===== src/rtl/fadd_pipe.sv =====
// rtl/fadd_pipe.sv - two-stage pipelined floating-point add/subtract with valid/ready flow control
// Optional macro FADD_FTZ_EN: flush subnormal inputs and subnormal results to signed zero.
module fadd_pipe #(
    parameter int EW = 8,
    parameter int MW = 23
) (
    input  logic           clk,
    input  logic           rstn,
    input  logic           in_valid,
    output logic           in_ready,
    input  logic [EW+MW:0] x1,
    input  logic [EW+MW:0] x2,
    input  logic           sub,
    output logic           out_valid,
    input  logic           out_ready,
    output logic [EW+MW:0] y,
    output logic           ovf,
    output logic           inv
);
    localparam int W  = 1 + EW + MW;
    localparam int SW = MW + 5;            // carry, hidden, mantissa, guard, round, sticky
    localparam int LW = $clog2(SW + 1);
    localparam int XW = EW + 2;
`ifdef FADD_FTZ_EN
    localparam bit FTZ = 1'b1;
`else
    localparam bit FTZ = 1'b0;
`endif

    logic          v1_q, v1_d, v2_q, v2_d;
    logic [SW-1:0] sum1_q, sum1_d;
    logic [EW-1:0] exp1_q, exp1_d;
    logic          sgn1_q, sgn1_d;
    logic [LW-1:0] lz1_q, lz1_d;
    logic          spc1_q, spc1_d;
    logic [W-1:0]  spy1_q, spy1_d;
    logic          inv1_q, inv1_d;
    logic [W-1:0]  y_q, y_d;
    logic          ovf_q, ovf_d, inv_q, inv_d;
    logic          s1_ld, s2_ld;

    // Stage 1 combinational: unpack, special cases, align, add
    logic            s_a, s_b, s_big, a_big;
    logic [EW-1:0]   e_a, e_b, ex_a, ex_b, ex_big, ex_sml, dexp;
    logic [MW-1:0]   m_a, m_b, m_af, m_bf;
    logic            inf_a, inf_b, nan_a, nan_b;
    logic [MW:0]     sig_a, sig_b, sig_big, sig_sml;
    logic [31:0]     dsh;
    logic [2*MW+7:0] wide;
    logic [SW-1:0]   big_ext, sml_ext, sum;
    logic [LW-1:0]   lz;
    logic            spc, spc_inv;
    logic [W-1:0]    spc_y;

    always_comb begin
        s_a   = x1[W-1];
        e_a   = x1[W-2:MW];
        m_a   = x1[MW-1:0];
        s_b   = x2[W-1] ^ sub;
        e_b   = x2[W-2:MW];
        m_b   = x2[MW-1:0];
        inf_a = (&e_a) && (m_a == '0);
        nan_a = (&e_a) && (m_a != '0);
        inf_b = (&e_b) && (m_b == '0);
        nan_b = (&e_b) && (m_b != '0);
        m_af  = (FTZ && e_a == '0) ? {MW{1'b0}} : m_a;
        m_bf  = (FTZ && e_b == '0) ? {MW{1'b0}} : m_b;
        sig_a = {e_a != '0, m_af};
        sig_b = {e_b != '0, m_bf};
        ex_a  = (e_a == '0) ? EW'(1) : e_a;
        ex_b  = (e_b == '0) ? EW'(1) : e_b;
        a_big = {ex_a, sig_a} >= {ex_b, sig_b};
        s_big   = a_big ? s_a : s_b;
        ex_big  = a_big ? ex_a : ex_b;
        ex_sml  = a_big ? ex_b : ex_a;
        sig_big = a_big ? sig_a : sig_b;
        sig_sml = a_big ? sig_b : sig_a;
        dexp    = ex_big - ex_sml;
        // Beyond MW+4 every bit of the smaller operand is already below the sticky position
        dsh     = (32'(dexp) > 32'(MW + 4)) ? 32'(MW + 4) : 32'(dexp);
        wide    = {sig_sml, 3'b000, {(MW+4){1'b0}}} >> dsh;
        sml_ext = {1'b0, wide[2*MW+7:MW+5], wide[MW+4] | (|wide[MW+3:0])};
        big_ext = {1'b0, sig_big, 3'b000};
        sum     = (s_a ^ s_b) ? big_ext - sml_ext : big_ext + sml_ext;
        lz = LW'(SW);
        for (int i = 0; i < SW; i++) begin
            if (sum[i]) lz = LW'(SW - 1 - i);
        end
        spc     = nan_a | nan_b | inf_a | inf_b;
        spc_inv = 1'b0;
        spc_y   = {1'b1, {EW{1'b1}}, 1'b1, {(MW-1){1'b0}}};
        if (nan_a) begin
            spc_y = {x1[W-1:MW-1] | 1'b1, x1[MW-2:0]};
        end else if (nan_b) begin
            spc_y = {x2[W-1:MW-1] | 1'b1, x2[MW-2:0]};
        end else if (inf_a && inf_b && (s_a != s_b)) begin
            spc_inv = 1'b1;
        end else if (inf_a) begin
            spc_y = {s_a, {EW{1'b1}}, {MW{1'b0}}};
        end else if (inf_b) begin
            spc_y = {s_b, {EW{1'b1}}, {MW{1'b0}}};
        end
    end

    // Stage 2 combinational: normalise, round, pack
    logic [SW-2:0] nrm;
    logic [XW-1:0] e2, e_rnd;
    logic [31:0]   lzh, emx, shl;
    logic          rup, hid, ovf_c;
    logic [MW+1:0] rnd;
    logic [MW-1:0] m_fld;
    logic [W-1:0]  y_c;

    always_comb begin
        lzh = 32'(lz1_q) - 32'd1;
        emx = 32'(exp1_q) - 32'd1;
        // Left shift stops at emin so tiny results stay subnormal
        shl = (lzh < emx) ? lzh : emx;
        if (sum1_q[SW-1]) begin
            nrm = {sum1_q[SW-1:2], sum1_q[1] | sum1_q[0]};
            e2  = XW'(exp1_q) + XW'(1);
        end else begin
            nrm = sum1_q[SW-2:0] << shl;
            e2  = XW'(exp1_q) - XW'(shl);
        end
        rup   = nrm[2] & (nrm[1] | nrm[0] | nrm[3]);
        rnd   = {1'b0, nrm[MW+3:3]} + (MW+2)'(rup);
        e_rnd = e2 + XW'(rnd[MW+1]);
        hid   = rnd[MW+1] | rnd[MW];
        m_fld = rnd[MW-1:0];
        if (FTZ && !hid) m_fld = '0;
        ovf_c = !spc1_q && hid && (e_rnd >= XW'({EW{1'b1}}));
        if (spc1_q) begin
            y_c = spy1_q;
        end else if (ovf_c) begin
            y_c = {sgn1_q, {EW{1'b1}}, {MW{1'b0}}};
        end else begin
            y_c = {sgn1_q, hid ? e_rnd[EW-1:0] : {EW{1'b0}}, m_fld};
        end
    end

    always_comb begin
        s2_ld    = !v2_q || out_ready;
        s1_ld    = !v1_q || s2_ld;
        in_ready = s1_ld;
        v1_d   = s1_ld ? in_valid : v1_q;
        sum1_d = sum1_q;
        exp1_d = exp1_q;
        sgn1_d = sgn1_q;
        lz1_d  = lz1_q;
        spc1_d = spc1_q;
        spy1_d = spy1_q;
        inv1_d = inv1_q;
        if (s1_ld && in_valid) begin
            sum1_d = sum;
            exp1_d = ex_big;
            sgn1_d = (sum == '0 && (s_a ^ s_b)) ? 1'b0 : s_big;
            lz1_d  = lz;
            spc1_d = spc;
            spy1_d = spc_y;
            inv1_d = spc_inv;
        end
        v2_d  = s2_ld ? v1_q : v2_q;
        y_d   = y_q;
        ovf_d = ovf_q;
        inv_d = inv_q;
        if (s2_ld && v1_q) begin
            y_d   = y_c;
            ovf_d = ovf_c;
            inv_d = spc1_q & inv1_q;
        end
    end

    always_ff @(posedge clk) begin
        if (!rstn) begin
            v1_q   <= 1'b0;
            v2_q   <= 1'b0;
            sum1_q <= '0;
            exp1_q <= '0;
            sgn1_q <= 1'b0;
            lz1_q  <= '0;
            spc1_q <= 1'b0;
            spy1_q <= '0;
            inv1_q <= 1'b0;
            y_q    <= '0;
            ovf_q  <= 1'b0;
            inv_q  <= 1'b0;
        end else begin
            v1_q   <= v1_d;
            v2_q   <= v2_d;
            sum1_q <= sum1_d;
            exp1_q <= exp1_d;
            sgn1_q <= sgn1_d;
            lz1_q  <= lz1_d;
            spc1_q <= spc1_d;
            spy1_q <= spy1_d;
            inv1_q <= inv1_d;
            y_q    <= y_d;
            ovf_q  <= ovf_d;
            inv_q  <= inv_d;
        end
    end

    assign out_valid = v2_q;
    assign y         = y_q;
    assign ovf       = ovf_q;
    assign inv       = inv_q;
endmodule


===== config.mk =====
export PLATFORM = sky130hd
export DESIGN_NAME = fadd_pipe
export DESIGN_NICKNAME = d
export VERILOG_FILES = /design/src/rtl/fadd_pipe.sv
export SDC_FILE = /design/constraint.sdc
export NUM_CORES = 1
export LEC_CHECK = 0
export CAP_MARGIN = 30
export CORE_MARGIN = 5
export CORE_UTILIZATION = 35
export DETAILED_ROUTE_END_ITERATION = 8
export PLACE_DENSITY = 0.58
export SETUP_SLACK_MARGIN = 0.02
export SYNTH_ARGS = -nofsm -noshare
export SYNTH_HDL_FRONTEND = slang
export SYNTH_SLANG_ARGS = --single-unit

===== constraint.sdc =====
create_clock -name clk -period 21.7 [get_ports clk]
set_input_delay 6.51 -clock clk [delete_from_list [all_inputs] [get_ports clk]]
set_output_delay 6.51 -clock clk [all_outputs]
set_load 0.01 [all_outputs]

### After elaboration in Yosys (flattened, before gate mapping)

Cells that the tools add are included.

| cells by class | value |
|---|---|
| muxes and demuxes | 52 |
| order comparisons | 4 |
| shift operators | 2 |
| $add $sub $neg | 9 |
| bitwise operators | 12 |
| reductions and logical operators | 28 |
| eq/ne operators | 1 |

Operator list:

| kind | number |
|---|---|
| 32-bit 2-to-1 mux | 7 |
| 5-bit 2-to-1 mux | 25 |
| 54-bit by 8-bit right shift with 54-bit output | 1 |
| 24-bit 2-to-1 mux | 2 |
| 8-bit 2-to-1 mux | 6 |
| 23-bit logical NOT | 2 |
| 23-bit nonzero test | 2 |
| 32-bit >= comparator | 1 |
| 32-bit less-than comparator | 1 |
| 27-bit by 32-bit << shifter with 27-bit output | 1 |
| 31-bit 2-to-1 mux | 1 |
| 27-bit by 27-bit adder with 28-bit output | 1 |
| 28-bit logical NOT | 1 |
| 28-bit 2-to-1 mux | 1 |
| 27-bit by 27-bit subtractor with 28-bit output | 1 |
| 27-bit 2-to-1 mux | 1 |
| 27-bit OR reduction | 1 |
| 24-bit by 1-bit adder with 25-bit output | 1 |
| 8-bit logical NOT | 2 |
| 8-bit AND reduction | 2 |
| 8-bit nonzero test | 2 |
| 1-bit logical AND | 11 |
| 10-bit by 1-bit adder with 10-bit output | 1 |
| 10-bit by 8-bit >= comparator with 1-bit output, second input constant | 1 |
| 15 further kinds | 33 |

| storage, ports and cells | value |
|---|---|
| bits of input ports | 69 |
| logic and storage cells | 120 |
| register bits after elaboration | 112 |
| output and inout bits | 36 |

### Longest topological paths before layout

| logic depth | value |
|---|---|
| word-level depth | 40 |
| depth in mapped cells | 52 |
| depth with buffers taken out | 49 |

### Worst setup path before layout

No wires, ideal clock.

| path | value |
|---|---|
| path type | input port to flip-flop |
| start | in x2[25] |
| end | reg lz1_q[3] |
| required time | 21.613 ns |
| path buffers | 5 |
| stages on the path | 46 |
| setup time | 0.087 ns |
| arrival | 15.568 ns |
| path slack | 6.045 ns |
| path through | or4_1 -> nor2_1 -> nor2_1 -> ha_1 -> nand4_1 -> nor3_1 -> a221oi_4 -> and2_1 -> nand2_2 -> buf_1 -> clkbuf_1 -> a22oi_1 -> ha_1 -> or2_2 -> o21ai_0 -> o211ai_2 -> a211oi_2 -> a211o_1 -> [10 not listed] -> o21bai_1 -> a21oi_1 -> o21bai_1 -> a21oi_1 -> o21bai_1 -> a21o_1 -> a21oi_1 -> o21bai_1 -> a21oi_1 -> o21ai_0 -> a41oi_1 -> o21bai_1 -> o31ai_1 -> mux2i_1 -> o311ai_1 -> nand3b_1 -> or2_1 -> o31ai_1 |

| on the way | value |
|---|---|
| longest elaborated chain between the ends | 36 |
| elaborated cells on any way between the ends | 41 |
| those cells by class | 3 x add/sub; 2 x order compare; 1 x shift; 31 x mux; 1 x bitwise; 3 x reduce/logical |

Ends and longest elaborated chain:

| element | RTL line | RTL |
|---|---|---|
| start: declaration | 12 | `input logic [EW+MW:0] x2,` |
| 8-bit logical NOT | 71 | `ex_b = (e_b == '0) ? EW'(1) : e_b;` |
| 8-bit 2-to-1 mux | 71 |  |
| 32-bit >= comparator | 72 | `a_big = {ex_a, sig_a} >= {ex_b, sig_b};` |
| 8-bit 2-to-1 mux, on equally long branches | 74, 75 |  |
| 8-bit subtractor | 78 | `dexp = ex_big - ex_sml;` |
| 8-bit by 5-bit > comparator with 1-bit output | 80 | `dsh = (32'(dexp) > 32'(MW + 4)) ? 32'(MW + 4) : 32'(dexp);` |
| 8-bit 2-to-1 mux | 80 |  |
| 54-bit by 8-bit right shift with 54-bit output | 81 | `wide = {sig_sml, 3'b000, {(MW+4){1'b0}}} >> dsh;` |
| 27-bit OR reduction | 82 | `sml_ext = {1'b0, wide[2*MW+7:MW+5], wide[MW+4] \| (\|wide[MW+3:0])};` |
| 1-bit bitwise OR | 82 |  |
| 27-bit by 27-bit adder with 28-bit output or 27-bit by 27-bit subtractor with 28-bit output (tied branches) | 84 | `sum = (s_a ^ s_b) ? big_ext - sml_ext : big_ext + sml_ext;` |
| 28-bit 2-to-1 mux (*) | 84 |  |
| 5-bit 2-to-1 mux (23 in a row) | 87 | `if (sum[i]) lz = LW'(SW - 1 - i);` |
| 5-bit 2-to-1 mux (*) | 87 |  |
| end signal: assignment | 194 | `lz1_q <= lz1_d;` |
| end: declaration | 34 | `logic [LW-1:0] lz1_q, lz1_d;` |

Every way passes the cells marked *; elsewhere a longest branch is shown, timed or not.
A chain may end at the register's enable or synchronous reset.

### Final worst setup path

| path | value |
|---|---|
| start | in x2[24] |
| end | reg lz1_q[4] |

Same word-level chain as after synthesis.

==> impl_metrics.ini <==
[run_status]
status = finished clean

[synthesis]
ys_async_sr_fraction = 0
synth_top_area_cell = dfxtp_1
netlist_top_cells_area = dfxtp_1, ha_1, a21oi_1
syn_avg_cell_area_um2 = 7.04
ys_seq_elements = 112
yosysWarnings = 0
synth-edff-count = 0
synth_cell_types = 103
postSynthCellCount = 2176
netlist.area_leader.share = 0.146
synthesis.nets = 2352
netlist_area_um2 = 15300
ys_seq_area_frac = 0.146
synth_ff_type = dfxtp_1

[layout]
multi_input_area_um2 = 12100
nets = 2356
design_area_um2 = 17100
fillerInstances = 4612
fin_util = 0.397
syn2layout_area_growth_pct = 11.8
mostFrequentLayoutCells = nand2_1, nor2_1, a21oi_1
instances_no_fill = 2770
final_common_cell = nand2_1
regArea_um2 = 2240
drive_gt1_frac = 0.0664

[pwr]
fin_total_pwr_mw = 1.27
vdd_drop_max_mv = 0.0340
power_density_nw_per_um2 = 74.4
p_leak_nw = 6.80

[setup_path]
ff2ff_setup_slack_ps = 11830
path_common_cell = o21bai_1
cp_num_buf_inv = 6
r2r_start = exp1_q[0]
cp.arrival_ps = 19060
critical_path_class = in -> reg
startpoint_type = primary input
r2r_end = y[22]
reg2regPathDepth = 37
cp_slowest_stage_delay_ps = 880
cp_top_family = compound AO/OA/AOI/OAI gates
cp.required_ps = 21960
endpoint_kind = flip-flop
crit_path_max_fanout = 64
cp_slowest_cell = nand2_2

[hold_path]
whs_path_depth = 2
min-delay-start = spy1_q[31]
hold_path_end = spy1_q[31]
hold_class = reg -> reg

[floorplan]
core_um2 = 43200
pin_count = 105
start_util = 0.355
die_area_um2 = 48100
die_h_um = 219
rows = 76
fp.dieW_um = 219

[timing]
finalSetupTns_ps = 0
rsz0062_at_grt = no
hold_violations = 0
holdWs_ps = 471
tightest_slew_ps = 1100
fmax_mhz = 53.2
min_period_ps = 18800
fin_skew_ps = 10.8
setup_ws_ps = 2900
timing.final.crit_share = 0.866
setup-violations-final = 0
drv_slew = 0
slew_headroom = 0.268

[flow_run]
cap_violations = 0

[drt]
drcViolationCount = 0
via_per_inst = 6.20
ant_nets = 0
first_pass_iters = 6
vias = 17180
wl_um = 63800
drtIter0Drc = 1779
wl_per_cell_um = 23.0

[clock_tree]
clock-sinks = 112
clockBufferDepth = 2
hold_buffers = 0
clock-root-buffer = clkbuf_16
cts_tree = built
cts-htree-levels = 3
clock_latency_ps = 360
cts_buffers = 9
post_cts_buffers = 0
cts_resized = 0
path_clk_slew_ps = 70

[global_routing]
track_usage = 0.256
antenna_found_initial = 1
grt_max_degree = 65
grt_pass1_wl_um = 96900
overflow = 0
first_global_vias = 16219

[place]
dp_hpwl_um = 50600
gp_congestion = 1.01
placed_cell_area_um2 = 16800
portBuffers = 104
dp.cells = 2754
post-place-ws_ps = 2900
==> flip-flops by register name (all words and copies together), names as in the netlist <==
signal	count
exp1_q	8
inv	1
inv1_q	1
lz1_q	5
out_valid	1
ovf	1
sgn1_q	1
spc1_q	1
spy1_q	32
sum1_q	28
v1_q	1
y	32
==> cell type report <==
type | count | area share
multi-input combinational | 1799 | 0.705
sequential | 112 | 0.131
timing repair buffer | 141 | 0.0779
tap | 585 | 0.0427
inverter | 117 | 0.0256
clock buffer | 11 | 0.0142
clock inverter | 4 | 0.00343
antenna | 1 | 0.000146
==> cell families after synthesis <==
family	Yosys count	synth area share
AO/OA/AOI/OAI	728	0.327
adder cells (fa/ha/maj)	107	0.0884
multiplexers	71	0.0694
buffers and inverters	265	0.0684
AND/OR/NAND/NOR	814	0.255
flip-flops	112	0.146
XOR/XNOR	79	0.0452
==> worst max-delay path by stage <==
| stage | start | endpoint | slack [ps] | cells after the start |
|---|---|---|---|---|
| floorplan | x2[25] | lz1_q[3] | 6040 | 46 |
| global placement | x2[24] | lz1_q[3] | 3090 | 49 |
| detailed placement | x2[24] | lz1_q[3] | 2900 | 49 |
| CTS | x2[24] | lz1_q[3] | 3210 | 49 |
| global route | x2[24] | lz1_q[3] | 1940 | 49 |
| finish | x2[24] | lz1_q[4] | 2900 | 49 |
==> tightest hold or removal path, cell delays in order (launching register included) <==
cell and delay, ps:
dfxtp_1 310, nand2_1 50, a21boi_0 60
==> synthesized netlist by cell type (8+ instances only) <==
| master | count |
|---|---|
| nor2b_1 | 14 |
| mux2_2 | 9 |
| a31oi_1 | 19 |
| buf_1 | 15 |
| nor3b_1 | 15 |
| mux2i_1 | 34 |
| o31ai_1 | 22 |
| o2111ai_1 | 8 |
| nand2b_1 | 16 |
| inv_1 | 113 |
| xnor2_1 | 48 |
| nor3_1 | 78 |
| clkbuf_1 | 115 |
| or3_1 | 19 |
| a21o_1 | 39 |
| o21ai_0 | 128 |
| nand3_1 | 85 |
| o211ai_1 | 58 |
| dfxtp_1 | 112 |
| a32o_1 | 17 |
| and2_1 | 16 |
| a221oi_1 | 26 |
| buf_2 | 12 |
| a211oi_1 | 14 |
| a21oi_1 | 190 |
| a41oi_1 | 9 |
| ha_1 | 105 |
| nor4_1 | 27 |
| nor2_1 | 204 |
| nand4_1 | 25 |
| and3_1 | 15 |
| o211a_1 | 19 |
| xor2_1 | 31 |
| a22oi_1 | 19 |
| or2_2 | 8 |
| a21boi_0 | 16 |
| o21bai_1 | 19 |
| nand2_1 | 251 |
| o21a_1 | 20 |
| mux4_2 | 27 |
==> routing by layer <==
metal / global-route usage / share of wire / vias up
met3: 0.0185 / 0.055 / 140
met5: 0 / 0 / -
li1: - / - / 8068
met1: 0.343 / 0.44 / 8238
met4: 0.102 / 0.046 / 0
met2: 0.429 / 0.46 / 734
==> power breakdown <==
part	switching [mW]	internal, mW
sequential	0.0265	0.222
clock	0.0782	0.0939
combinational	0.557	0.295
(Power assumes the default switching activity.)
